===== src/rtl/fib_access_ctrl_if.sv =====
// Request, hash-unit and FIB-table signals of the FIB access controller.
// The slave modport is the controller; the master modport is its surroundings
// (PIT/data requesters, hash unit and table storage).
interface fib_access_ctrl_if #(
    parameter int PREFIX_W = 64,
    parameter int LEN_W    = 6,
    parameter int HASH_W   = 10
);
    logic                lk_valid;
    logic                lk_ready;
    logic [PREFIX_W-1:0] lk_prefix;
    logic [LEN_W-1:0]    lk_len;
    logic                lk_resp_valid;
    logic                lk_resp_hit;
    logic [LEN_W-1:0]    lk_resp_len;
    logic [PREFIX_W-1:0] lk_resp_prefix;

    logic                ins_valid;
    logic                ins_ready;
    logic [PREFIX_W-1:0] ins_prefix;
    logic [LEN_W-1:0]    ins_len;
    logic                ins_done;

    logic [PREFIX_W-1:0] hash_prefix;
    logic [LEN_W-1:0]    hash_len;
    logic [HASH_W-1:0]   hash_in;

    logic                tbl_rd_en;
    logic                tbl_wr_en;
    logic [LEN_W-1:0]    tbl_len;
    logic [HASH_W-1:0]   tbl_idx;
    logic [PREFIX_W-1:0] tbl_wr_prefix;
    logic                tbl_rd_valid;
    logic [PREFIX_W-1:0] tbl_rd_prefix;

    modport master (
        output lk_valid, lk_prefix, lk_len, ins_valid, ins_prefix, ins_len,
               hash_in, tbl_rd_valid, tbl_rd_prefix,
        input  lk_ready, lk_resp_valid, lk_resp_hit, lk_resp_len, lk_resp_prefix,
               ins_ready, ins_done, hash_prefix, hash_len,
               tbl_rd_en, tbl_wr_en, tbl_len, tbl_idx, tbl_wr_prefix
    );

    modport slave (
        input  lk_valid, lk_prefix, lk_len, ins_valid, ins_prefix, ins_len,
               hash_in, tbl_rd_valid, tbl_rd_prefix,
        output lk_ready, lk_resp_valid, lk_resp_hit, lk_resp_len, lk_resp_prefix,
               ins_ready, ins_done, hash_prefix, hash_len,
               tbl_rd_en, tbl_wr_en, tbl_len, tbl_idx, tbl_wr_prefix
    );
endinterface


===== src/rtl/fib_access_ctrl.sv =====
// FIB access controller: round-robin arbitration between PIT lookups and
// data-side inserts, longest-prefix-match probe loop over the shared hash
// unit, and single-port FIB table sequencing. All hash/table/response outputs
// come straight from flops loaded with next-state decoded values.
module fib_access_ctrl #(
    parameter int PREFIX_W = 64,
    parameter int LEN_W    = 6,
    parameter int HASH_W   = 10,
    parameter int HASH_LAT = 1
) (
    input logic            clk,
    input logic            rst,
    fib_access_ctrl_if.slave bus
);
    localparam int CNT_W = (HASH_LAT > 1) ? $clog2(HASH_LAT) : 1;

    typedef enum logic [2:0] {IDLE, HASH, RD, CHK, WR, DONE} state_t;

    state_t              state, state_nxt;
    logic                op, op_nxt;          // 0 = lookup, 1 = insert
    logic                turn, turn_nxt;      // 0 = lookup has priority
    logic                hit, hit_nxt;
    logic [PREFIX_W-1:0] w_prefix, prefix_nxt;
    logic [LEN_W-1:0]    w_len, len_nxt;
    logic [HASH_W-1:0]   idx, idx_nxt;
    logic [CNT_W-1:0]    cnt, cnt_nxt;
    logic                grant_lk, grant_ins, probe_hit;

    logic                lk_resp_valid_d, lk_resp_hit_d, ins_done_d;
    logic [LEN_W-1:0]    lk_resp_len_d, hash_len_d, tbl_len_d;
    logic [PREFIX_W-1:0] lk_resp_prefix_d, hash_prefix_d, tbl_wr_prefix_d;
    logic                tbl_rd_en_d, tbl_wr_en_d;
    logic [HASH_W-1:0]   tbl_idx_d;

    logic                lk_resp_valid_reg, lk_resp_hit_reg, ins_done_reg;
    logic [LEN_W-1:0]    lk_resp_len_reg, hash_len_reg, tbl_len_reg;
    logic [PREFIX_W-1:0] lk_resp_prefix_reg, hash_prefix_reg, tbl_wr_prefix_reg;
    logic                tbl_rd_en_reg, tbl_wr_en_reg;
    logic [HASH_W-1:0]   tbl_idx_reg;

    // Keep the top l bits of p (MSB-first), zero the rest.
    function automatic logic [PREFIX_W-1:0] mask_prefix(input logic [PREFIX_W-1:0] p,
                                                        input logic [LEN_W-1:0] l);
        if (l == '0) return '0;
        return p & ({PREFIX_W{1'b1}} << (PREFIX_W - int'(l)));
    endfunction

    assign grant_lk  = !rst && (state == IDLE) && bus.lk_valid  && (!bus.ins_valid || !turn);
    assign grant_ins = !rst && (state == IDLE) && bus.ins_valid && (!bus.lk_valid  ||  turn);
    assign probe_hit = bus.tbl_rd_valid && (bus.tbl_rd_prefix == w_prefix);

    assign bus.lk_ready       = grant_lk;
    assign bus.ins_ready      = grant_ins;
    assign bus.lk_resp_valid  = lk_resp_valid_reg;
    assign bus.lk_resp_hit    = lk_resp_hit_reg;
    assign bus.lk_resp_len    = lk_resp_len_reg;
    assign bus.lk_resp_prefix = lk_resp_prefix_reg;
    assign bus.ins_done       = ins_done_reg;
    assign bus.hash_prefix    = hash_prefix_reg;
    assign bus.hash_len       = hash_len_reg;
    assign bus.tbl_rd_en      = tbl_rd_en_reg;
    assign bus.tbl_wr_en      = tbl_wr_en_reg;
    assign bus.tbl_len        = tbl_len_reg;
    assign bus.tbl_idx        = tbl_idx_reg;
    assign bus.tbl_wr_prefix  = tbl_wr_prefix_reg;

    // State, working registers and registered outputs; reset abandons any request.
    always_ff @(posedge clk) begin
        if (rst) begin
            state              <= IDLE;
            op                 <= 1'b0;
            turn               <= 1'b0;
            hit                <= 1'b0;
            w_prefix           <= '0;
            w_len              <= '0;
            idx                <= '0;
            cnt                <= '0;
            lk_resp_valid_reg  <= 1'b0;
            lk_resp_hit_reg    <= 1'b0;
            lk_resp_len_reg    <= '0;
            lk_resp_prefix_reg <= '0;
            ins_done_reg       <= 1'b0;
            hash_prefix_reg    <= '0;
            hash_len_reg       <= '0;
            tbl_rd_en_reg      <= 1'b0;
            tbl_wr_en_reg      <= 1'b0;
            tbl_len_reg        <= '0;
            tbl_idx_reg        <= '0;
            tbl_wr_prefix_reg  <= '0;
        end else begin
            state              <= state_nxt;
            op                 <= op_nxt;
            turn               <= turn_nxt;
            hit                <= hit_nxt;
            w_prefix           <= prefix_nxt;
            w_len              <= len_nxt;
            idx                <= idx_nxt;
            cnt                <= cnt_nxt;
            lk_resp_valid_reg  <= lk_resp_valid_d;
            lk_resp_hit_reg    <= lk_resp_hit_d;
            lk_resp_len_reg    <= lk_resp_len_d;
            lk_resp_prefix_reg <= lk_resp_prefix_d;
            ins_done_reg       <= ins_done_d;
            hash_prefix_reg    <= hash_prefix_d;
            hash_len_reg       <= hash_len_d;
            tbl_rd_en_reg      <= tbl_rd_en_d;
            tbl_wr_en_reg      <= tbl_wr_en_d;
            tbl_len_reg        <= tbl_len_d;
            tbl_idx_reg        <= tbl_idx_d;
            tbl_wr_prefix_reg  <= tbl_wr_prefix_d;
        end
    end

    // Next state plus working-register updates: grant, hash wait, probe loop.
    always_comb begin
        state_nxt  = state;
        op_nxt     = op;
        turn_nxt   = turn;
        hit_nxt    = hit;
        prefix_nxt = w_prefix;
        len_nxt    = w_len;
        idx_nxt    = idx;
        cnt_nxt    = cnt;
        case (state)
            IDLE: begin
                if (grant_lk || grant_ins) begin
                    op_nxt     = grant_ins;
                    turn_nxt   = ~turn;
                    hit_nxt    = 1'b0;
                    cnt_nxt    = '0;
                    len_nxt    = grant_ins ? bus.ins_len : bus.lk_len;
                    prefix_nxt = mask_prefix(grant_ins ? bus.ins_prefix : bus.lk_prefix, len_nxt);
                    state_nxt  = (len_nxt == '0) ? DONE : HASH;
                end
            end
            HASH: begin
                if (cnt == CNT_W'(HASH_LAT - 1)) begin
                    idx_nxt   = bus.hash_in;
                    state_nxt = op ? WR : RD;
                end else begin
                    cnt_nxt = cnt + CNT_W'(1);
                end
            end
            RD:   state_nxt = CHK;
            CHK: begin
                if (probe_hit) begin
                    hit_nxt   = 1'b1;
                    state_nxt = DONE;
                end else if (w_len > LEN_W'(1)) begin
                    len_nxt    = w_len - LEN_W'(1);
                    prefix_nxt = mask_prefix(w_prefix, len_nxt);
                    cnt_nxt    = '0;
                    state_nxt  = HASH;
                end else begin
                    state_nxt = DONE;
                end
            end
            WR:   state_nxt = DONE;
            DONE: state_nxt = IDLE;
            default: state_nxt = IDLE;
        endcase
    end

    // Output values for the coming state, loaded into the output flops.
    always_comb begin
        hash_prefix_d    = (state_nxt == HASH) ? prefix_nxt : '0;
        hash_len_d       = (state_nxt == HASH) ? len_nxt : '0;
        tbl_rd_en_d      = (state_nxt == RD);
        tbl_wr_en_d      = (state_nxt == WR);
        tbl_len_d        = (tbl_rd_en_d || tbl_wr_en_d) ? len_nxt : '0;
        tbl_idx_d        = (tbl_rd_en_d || tbl_wr_en_d) ? idx_nxt : '0;
        tbl_wr_prefix_d  = tbl_wr_en_d ? prefix_nxt : '0;
        lk_resp_valid_d  = (state_nxt == DONE) && !op_nxt;
        lk_resp_hit_d    = lk_resp_valid_d && hit_nxt;
        lk_resp_len_d    = lk_resp_hit_d ? len_nxt : '0;
        lk_resp_prefix_d = lk_resp_hit_d ? prefix_nxt : '0;
        ins_done_d       = (state_nxt == DONE) && op_nxt;
    end
endmodule


===== src/flat_wrapper.sv =====
// flat-port wrapper written by rule: the top's interface ports become plain ports
module fib_access_ctrl_flat 
#(
    parameter int PREFIX_W = 64,
    parameter int LEN_W    = 6,
    parameter int HASH_W   = 10,
    parameter int HASH_LAT = 1
)
  (clk, rst, bus_lk_valid, bus_lk_prefix, bus_lk_len, bus_ins_valid, bus_ins_prefix, bus_ins_len, bus_hash_in, bus_tbl_rd_valid, bus_tbl_rd_prefix, bus_lk_ready, bus_lk_resp_valid, bus_lk_resp_hit, bus_lk_resp_len, bus_lk_resp_prefix, bus_ins_ready, bus_ins_done, bus_hash_prefix, bus_hash_len, bus_tbl_rd_en, bus_tbl_wr_en, bus_tbl_len, bus_tbl_idx, bus_tbl_wr_prefix);
  fib_access_ctrl_if #(.PREFIX_W(PREFIX_W), .LEN_W(LEN_W), .HASH_W(HASH_W)) bus_i ();
  input logic clk;
  input logic rst;
  input wire logic [$bits(bus_i.lk_valid)-1:0] bus_lk_valid;
  input wire logic [$bits(bus_i.lk_prefix)-1:0] bus_lk_prefix;
  input wire logic [$bits(bus_i.lk_len)-1:0] bus_lk_len;
  input wire logic [$bits(bus_i.ins_valid)-1:0] bus_ins_valid;
  input wire logic [$bits(bus_i.ins_prefix)-1:0] bus_ins_prefix;
  input wire logic [$bits(bus_i.ins_len)-1:0] bus_ins_len;
  input wire logic [$bits(bus_i.hash_in)-1:0] bus_hash_in;
  input wire logic [$bits(bus_i.tbl_rd_valid)-1:0] bus_tbl_rd_valid;
  input wire logic [$bits(bus_i.tbl_rd_prefix)-1:0] bus_tbl_rd_prefix;
  output wire logic [$bits(bus_i.lk_ready)-1:0] bus_lk_ready;
  output wire logic [$bits(bus_i.lk_resp_valid)-1:0] bus_lk_resp_valid;
  output wire logic [$bits(bus_i.lk_resp_hit)-1:0] bus_lk_resp_hit;
  output wire logic [$bits(bus_i.lk_resp_len)-1:0] bus_lk_resp_len;
  output wire logic [$bits(bus_i.lk_resp_prefix)-1:0] bus_lk_resp_prefix;
  output wire logic [$bits(bus_i.ins_ready)-1:0] bus_ins_ready;
  output wire logic [$bits(bus_i.ins_done)-1:0] bus_ins_done;
  output wire logic [$bits(bus_i.hash_prefix)-1:0] bus_hash_prefix;
  output wire logic [$bits(bus_i.hash_len)-1:0] bus_hash_len;
  output wire logic [$bits(bus_i.tbl_rd_en)-1:0] bus_tbl_rd_en;
  output wire logic [$bits(bus_i.tbl_wr_en)-1:0] bus_tbl_wr_en;
  output wire logic [$bits(bus_i.tbl_len)-1:0] bus_tbl_len;
  output wire logic [$bits(bus_i.tbl_idx)-1:0] bus_tbl_idx;
  output wire logic [$bits(bus_i.tbl_wr_prefix)-1:0] bus_tbl_wr_prefix;
  assign bus_i.lk_valid = bus_lk_valid;
  assign bus_i.lk_prefix = bus_lk_prefix;
  assign bus_i.lk_len = bus_lk_len;
  assign bus_i.ins_valid = bus_ins_valid;
  assign bus_i.ins_prefix = bus_ins_prefix;
  assign bus_i.ins_len = bus_ins_len;
  assign bus_i.hash_in = bus_hash_in;
  assign bus_i.tbl_rd_valid = bus_tbl_rd_valid;
  assign bus_i.tbl_rd_prefix = bus_tbl_rd_prefix;
  assign bus_lk_ready = bus_i.lk_ready;
  assign bus_lk_resp_valid = bus_i.lk_resp_valid;
  assign bus_lk_resp_hit = bus_i.lk_resp_hit;
  assign bus_lk_resp_len = bus_i.lk_resp_len;
  assign bus_lk_resp_prefix = bus_i.lk_resp_prefix;
  assign bus_ins_ready = bus_i.ins_ready;
  assign bus_ins_done = bus_i.ins_done;
  assign bus_hash_prefix = bus_i.hash_prefix;
  assign bus_hash_len = bus_i.hash_len;
  assign bus_tbl_rd_en = bus_i.tbl_rd_en;
  assign bus_tbl_wr_en = bus_i.tbl_wr_en;
  assign bus_tbl_len = bus_i.tbl_len;
  assign bus_tbl_idx = bus_i.tbl_idx;
  assign bus_tbl_wr_prefix = bus_i.tbl_wr_prefix;
  fib_access_ctrl #(.PREFIX_W(PREFIX_W), .LEN_W(LEN_W), .HASH_W(HASH_W), .HASH_LAT(HASH_LAT)) u_core (.clk(clk), .rst(rst), .bus(bus_i));
endmodule

===== config.mk =====
export PLATFORM = sky130hd
export DESIGN_NAME = fib_access_ctrl_flat
export DESIGN_NICKNAME = d
export VERILOG_FILES = /design/src/rtl/fib_access_ctrl_if.sv /design/src/rtl/fib_access_ctrl.sv /design/src/flat_wrapper.sv
export SDC_FILE = /design/constraint.sdc
export NUM_CORES = 1
export LEC_CHECK = 0
export CAP_MARGIN = 10
export CORE_MARGIN = 5
export CORE_UTILIZATION = 45
export CTS_BUF_LIST = sky130_fd_sc_hd__clkbuf_8
export DETAILED_ROUTE_END_ITERATION = 8
export HOLD_SLACK_MARGIN = 0.08
export PLACE_DENSITY_LB_ADDON = 0.08
export RECOVER_POWER = 25
export SYNTH_ARGS = -nofsm -noshare
export SYNTH_HDL_FRONTEND = slang
export SYNTH_SLANG_ARGS = --single-unit

===== constraint.sdc =====
create_clock -name clk -period 5.8 [get_ports clk]
set_input_delay 1.16 -clock clk [delete_from_list [all_inputs] [get_ports clk]]
set_output_delay 1.16 -clock clk [all_outputs]
set_load 0.01 [all_outputs]

==> impl_metrics.env <==
export IMPL_status="complete, but fails checks"
export IMPL_violations="max-capacitance violations, max-slew violations"
export IMPL_grt_usage_pct=32.30
export IMPL_synth_edf_count=0
export IMPL_synth_fp_nets=1611
export IMPL_hold_depth=1
export IMPL_arrival_ns=5.18
export IMPL_grt_pass1_vias=11900
export IMPL_fp_dieH_um=175.9
export IMPL_ir_drop_mv=0.2678
export IMPL_htreeDepth=2
export IMPL_cts_setup_buffers=0
export IMPL_worst_hold_slack_ns=0.5076
export IMPL_firstDrtPassIters=5
export IMPL_viasPerCell=5.528
export IMPL_grt_first_pass_wirelength_um=76090
export IMPL_ys_flop_type="dfxtp_1"
export IMPL_rows=60
export IMPL_yosysTopAreaCell="dfxtp_1"
export IMPL_ys_ff_latch=301
export IMPL_min_delay_start="u_core.op"
export IMPL_ant_nets=0
export IMPL_reg2reg_to="u_core.w_prefix[37]"
export IMPL_syn_area_per_cell_um2=8.960
export IMPL_hold_path_end="u_core.bus.tbl_rd_en"
export IMPL_tightest_slew_ns=3.535
export IMPL_finalMaxSlewViolations=69
export IMPL_wl_per_cell_um=23.98
export IMPL_cts_resized=0
export IMPL_fin_worst_skew_ns=0.02421
export IMPL_globalplace_congestion=0.9771
export IMPL_synth_adder_area_share_pct=1.010
export IMPL_syn_inst=1382
export IMPL_period_minus_slack_ns=4.704
export IMPL_p_per_area_mw_per_mm2=301.6
export IMPL_async_reset_ff_share_pct=0
export IMPL_dieArea_mm2=0.03094
export IMPL_clkSlewWorstSetupHoldPaths_ns=0.06
export IMPL_hold_class="register to register"
export IMPL_io_pins=446
export IMPL_r2r_start="u_core.state[1]"
export IMPL_design_area_mm2=0.01813
export IMPL_dpl_instance_area_mm2=0.01707
export IMPL_synth_compound_area_share_pct=14.77
export IMPL_cts_root_buf="clkbuf_8"
export IMPL_synth_top_area_share_pct=48.66
export IMPL_num_vias=12100
export IMPL_crit_required_ns=6.27
export IMPL_finalHoldViolCount=0
export IMPL_clock_path_buffers=3
export IMPL_finalSetupTns_ns=0
export IMPL_synth_top_family_by_area="simple AND/OR/NAND/NOR gates"
export IMPL_netlist_area_mm2=0.01238
export IMPL_overflow=0
export IMPL_clock_fmax_mhz=212.6
export IMPL_core_region_area_mm2=0.02703
export IMPL_reg2regPathDepth=13
export IMPL_syn_to_final_growth_pct=46.44
export IMPL_drtIter0Drc=1090
export IMPL_yosys_top_cells_area="dfxtp_1, nor2_1, nor2b_1, xnor2_1, nand2_1"
export IMPL_rsz0062_at_grt="no"
export IMPL_crit_type="input port to register"
export IMPL_drc=0
export IMPL_die_w_um=175.9
export IMPL_leakagePower_nw=7.256
export IMPL_wl_um=52490
export IMPL_path_max_fanout=22
export IMPL_hpwl_um=40040
export IMPL_crit_path_start_kind="input port"
export IMPL_finalSetupViolations=0
export IMPL_insertion_delay_ns=0.59
export IMPL_ys_warn_count=0
export IMPL_finalCritPeriodShare_pct=81.10
export IMPL_numPortBuffers=445
export IMPL_clock_sinks=301
export IMPL_max_cap_viol_count=1
export IMPL_antenna_found_initial=3
export IMPL_regToRegSetupSlack_ns=1.36
export IMPL_fin_util_pct=67.10
export IMPL_ys_seq_area_share_pct=48.66
export IMPL_numCtsBuffers=49
export IMPL_drive_above_1_share_pct=8.347
export IMPL_grt_max_degree=69
export IMPL_worstSetupEndpointType="register"
export IMPL_synth_area_mux_share_pct=2.445
export IMPL_cts_tree="built"
export IMPL_max_slew_margin_pct=-135.7
export IMPL_synth_distinct_cells=84
export IMPL_nNetsFinal=2039
export IMPL_synthSimpleGateAreaFrac_pct=23.99
export IMPL_postCtsHoldBufs=0
export IMPL_synth_xor_area_share_pct=4.648
export IMPL_initial_core_util_pct=45.82
[layout make-up]
cell class	count	area, µm²
fillers	2271	8892
flip-flops and latches	301	6026
multi-input cells	958	5848
repair buffers	472	4651
clock buffers	60	825.8
well taps	341	426.7
clock inverters	26	239.0
inverters	28	110.1
diodes	3	7.507
[cell usage in the layout (no fill, tap or decap), types with 6 or more instances in the layout]
cell	count
dlygate4sd3_1	117
o32a_1	9
a21oi_1	55
o21ai_0	13
clkbuf_8	60
nor3_1	48
xor2_1	13
clkdlybuf4s50_1	327
nand3_1	6
o41ai_2	13
o22ai_1	17
inv_1	40
dfxtp_1	301
mux2i_1	27
a31oi_1	11
xnor2_1	48
and2_1	36
or3_1	7
a221oi_1	9
o21ai_1	30
nor2_1	246
nand4_1	11
o2bb2ai_1	6
a21boi_0	6
nand2_1	100
o41ai_1	7
nor2b_1	92
buf_4	27
a21oi_2	8
nand2b_1	17
nor3b_1	14
nor4_1	11
ha_1	10
[power by group]
part	switching, W	internal, W	total, W
sequential	0.0000564	0.00213	0.00219
clock	0.000867	0.00112	0.00199
combinational	0.000806	0.000488	0.00129
total	0.00173	0.00374	0.00547
[synthesized netlist by cell type (6+ instances only)]
| cell type | instances |
|---|---|
| buf_2 | 22 |
| dfxtp_1 | 301 |
| o32a_1 | 9 |
| nor4_1 | 11 |
| xor2_1 | 13 |
| o22ai_1 | 17 |
| o2bb2ai_1 | 6 |
| or3_1 | 7 |
| nor2b_1 | 92 |
| mux2i_1 | 28 |
| and2_1 | 36 |
| o41ai_1 | 7 |
| o21ai_0 | 13 |
| a21boi_0 | 6 |
| nand4_1 | 11 |
| o41ai_2 | 13 |
| a31oi_1 | 11 |
| inv_1 | 26 |
| nor3_1 | 48 |
| nor3b_1 | 14 |
| a21oi_1 | 56 |
| o21ai_1 | 32 |
| nand3_1 | 6 |
| nor2_1 | 246 |
| clkbuf_1 | 59 |
| a221oi_1 | 9 |
| xnor2_1 | 49 |
| a21oi_2 | 7 |
| buf_6 | 6 |
| nand2_1 | 100 |
| nand2b_1 | 17 |
| ha_1 | 10 |
[per-stage QoR]
step                      worst slack (ns)  power (W)  std cells
after detailed placement            0.5828   0.003490       2100
after global routing                0.8117   0.005649       2189
after global placement              0.8002   0.003487       2100
after floorplan                     0.9788   0.002934       1382
after CTS                            1.180   0.005463       2186
final                                1.096   0.005468       2189
[kinds of logic after synthesis]
group                    after synthesis
buffers and inverters                123
AO/OA/AOI/OAI                        243
flip-flops                           301
XOR/XNOR                              64
AND/OR/NAND/NOR                      612
adder cells (fa/ha/maj)               10
multiplexers                          29
[worst max-delay path, cell delays in order]
cell and delay, ns:
buf_4 0.20, nor4_4 0.47, nand3_4 0.29, mux2i_1 0.45, ha_1 0.24, buf_4 0.18, nor2b_1 0.18, xnor2_1 0.10
o311a_1 0.31, nor2_1 0.35, buf_4 0.26, a21oi_1 0.11, o41ai_1 0.66, nor2b_1 0.20
[worst max-delay path by stage]
stage / startpoint / endpoint / slack (ns) / depth (start not counted)
finish: rst / u_core.w_prefix[37] / 1.10 / 14
global route: rst / u_core.w_prefix[42] / 0.81 / 14
CTS: rst / u_core.bus.lk_resp_prefix[37] / 1.18 / 14
detailed placement: rst / u_core.w_prefix[37] / 0.58 / 14
global placement: rst / u_core.bus.hash_len[0] / 0.80 / 14
floorplan: rst / u_core.bus.lk_resp_prefix[6] / 0.98 / 17
[metal layers]
metal	vias up	part of all wire (%)	GRT usage [%]
met5	-	0	0
met4	0	3.8	12.18
met3	116	11	10.09
met2	710	46	51.99
met1	5720	40	40.78
li1	5554	-	-
Note: power is estimated with default switching activity, not from simulation.
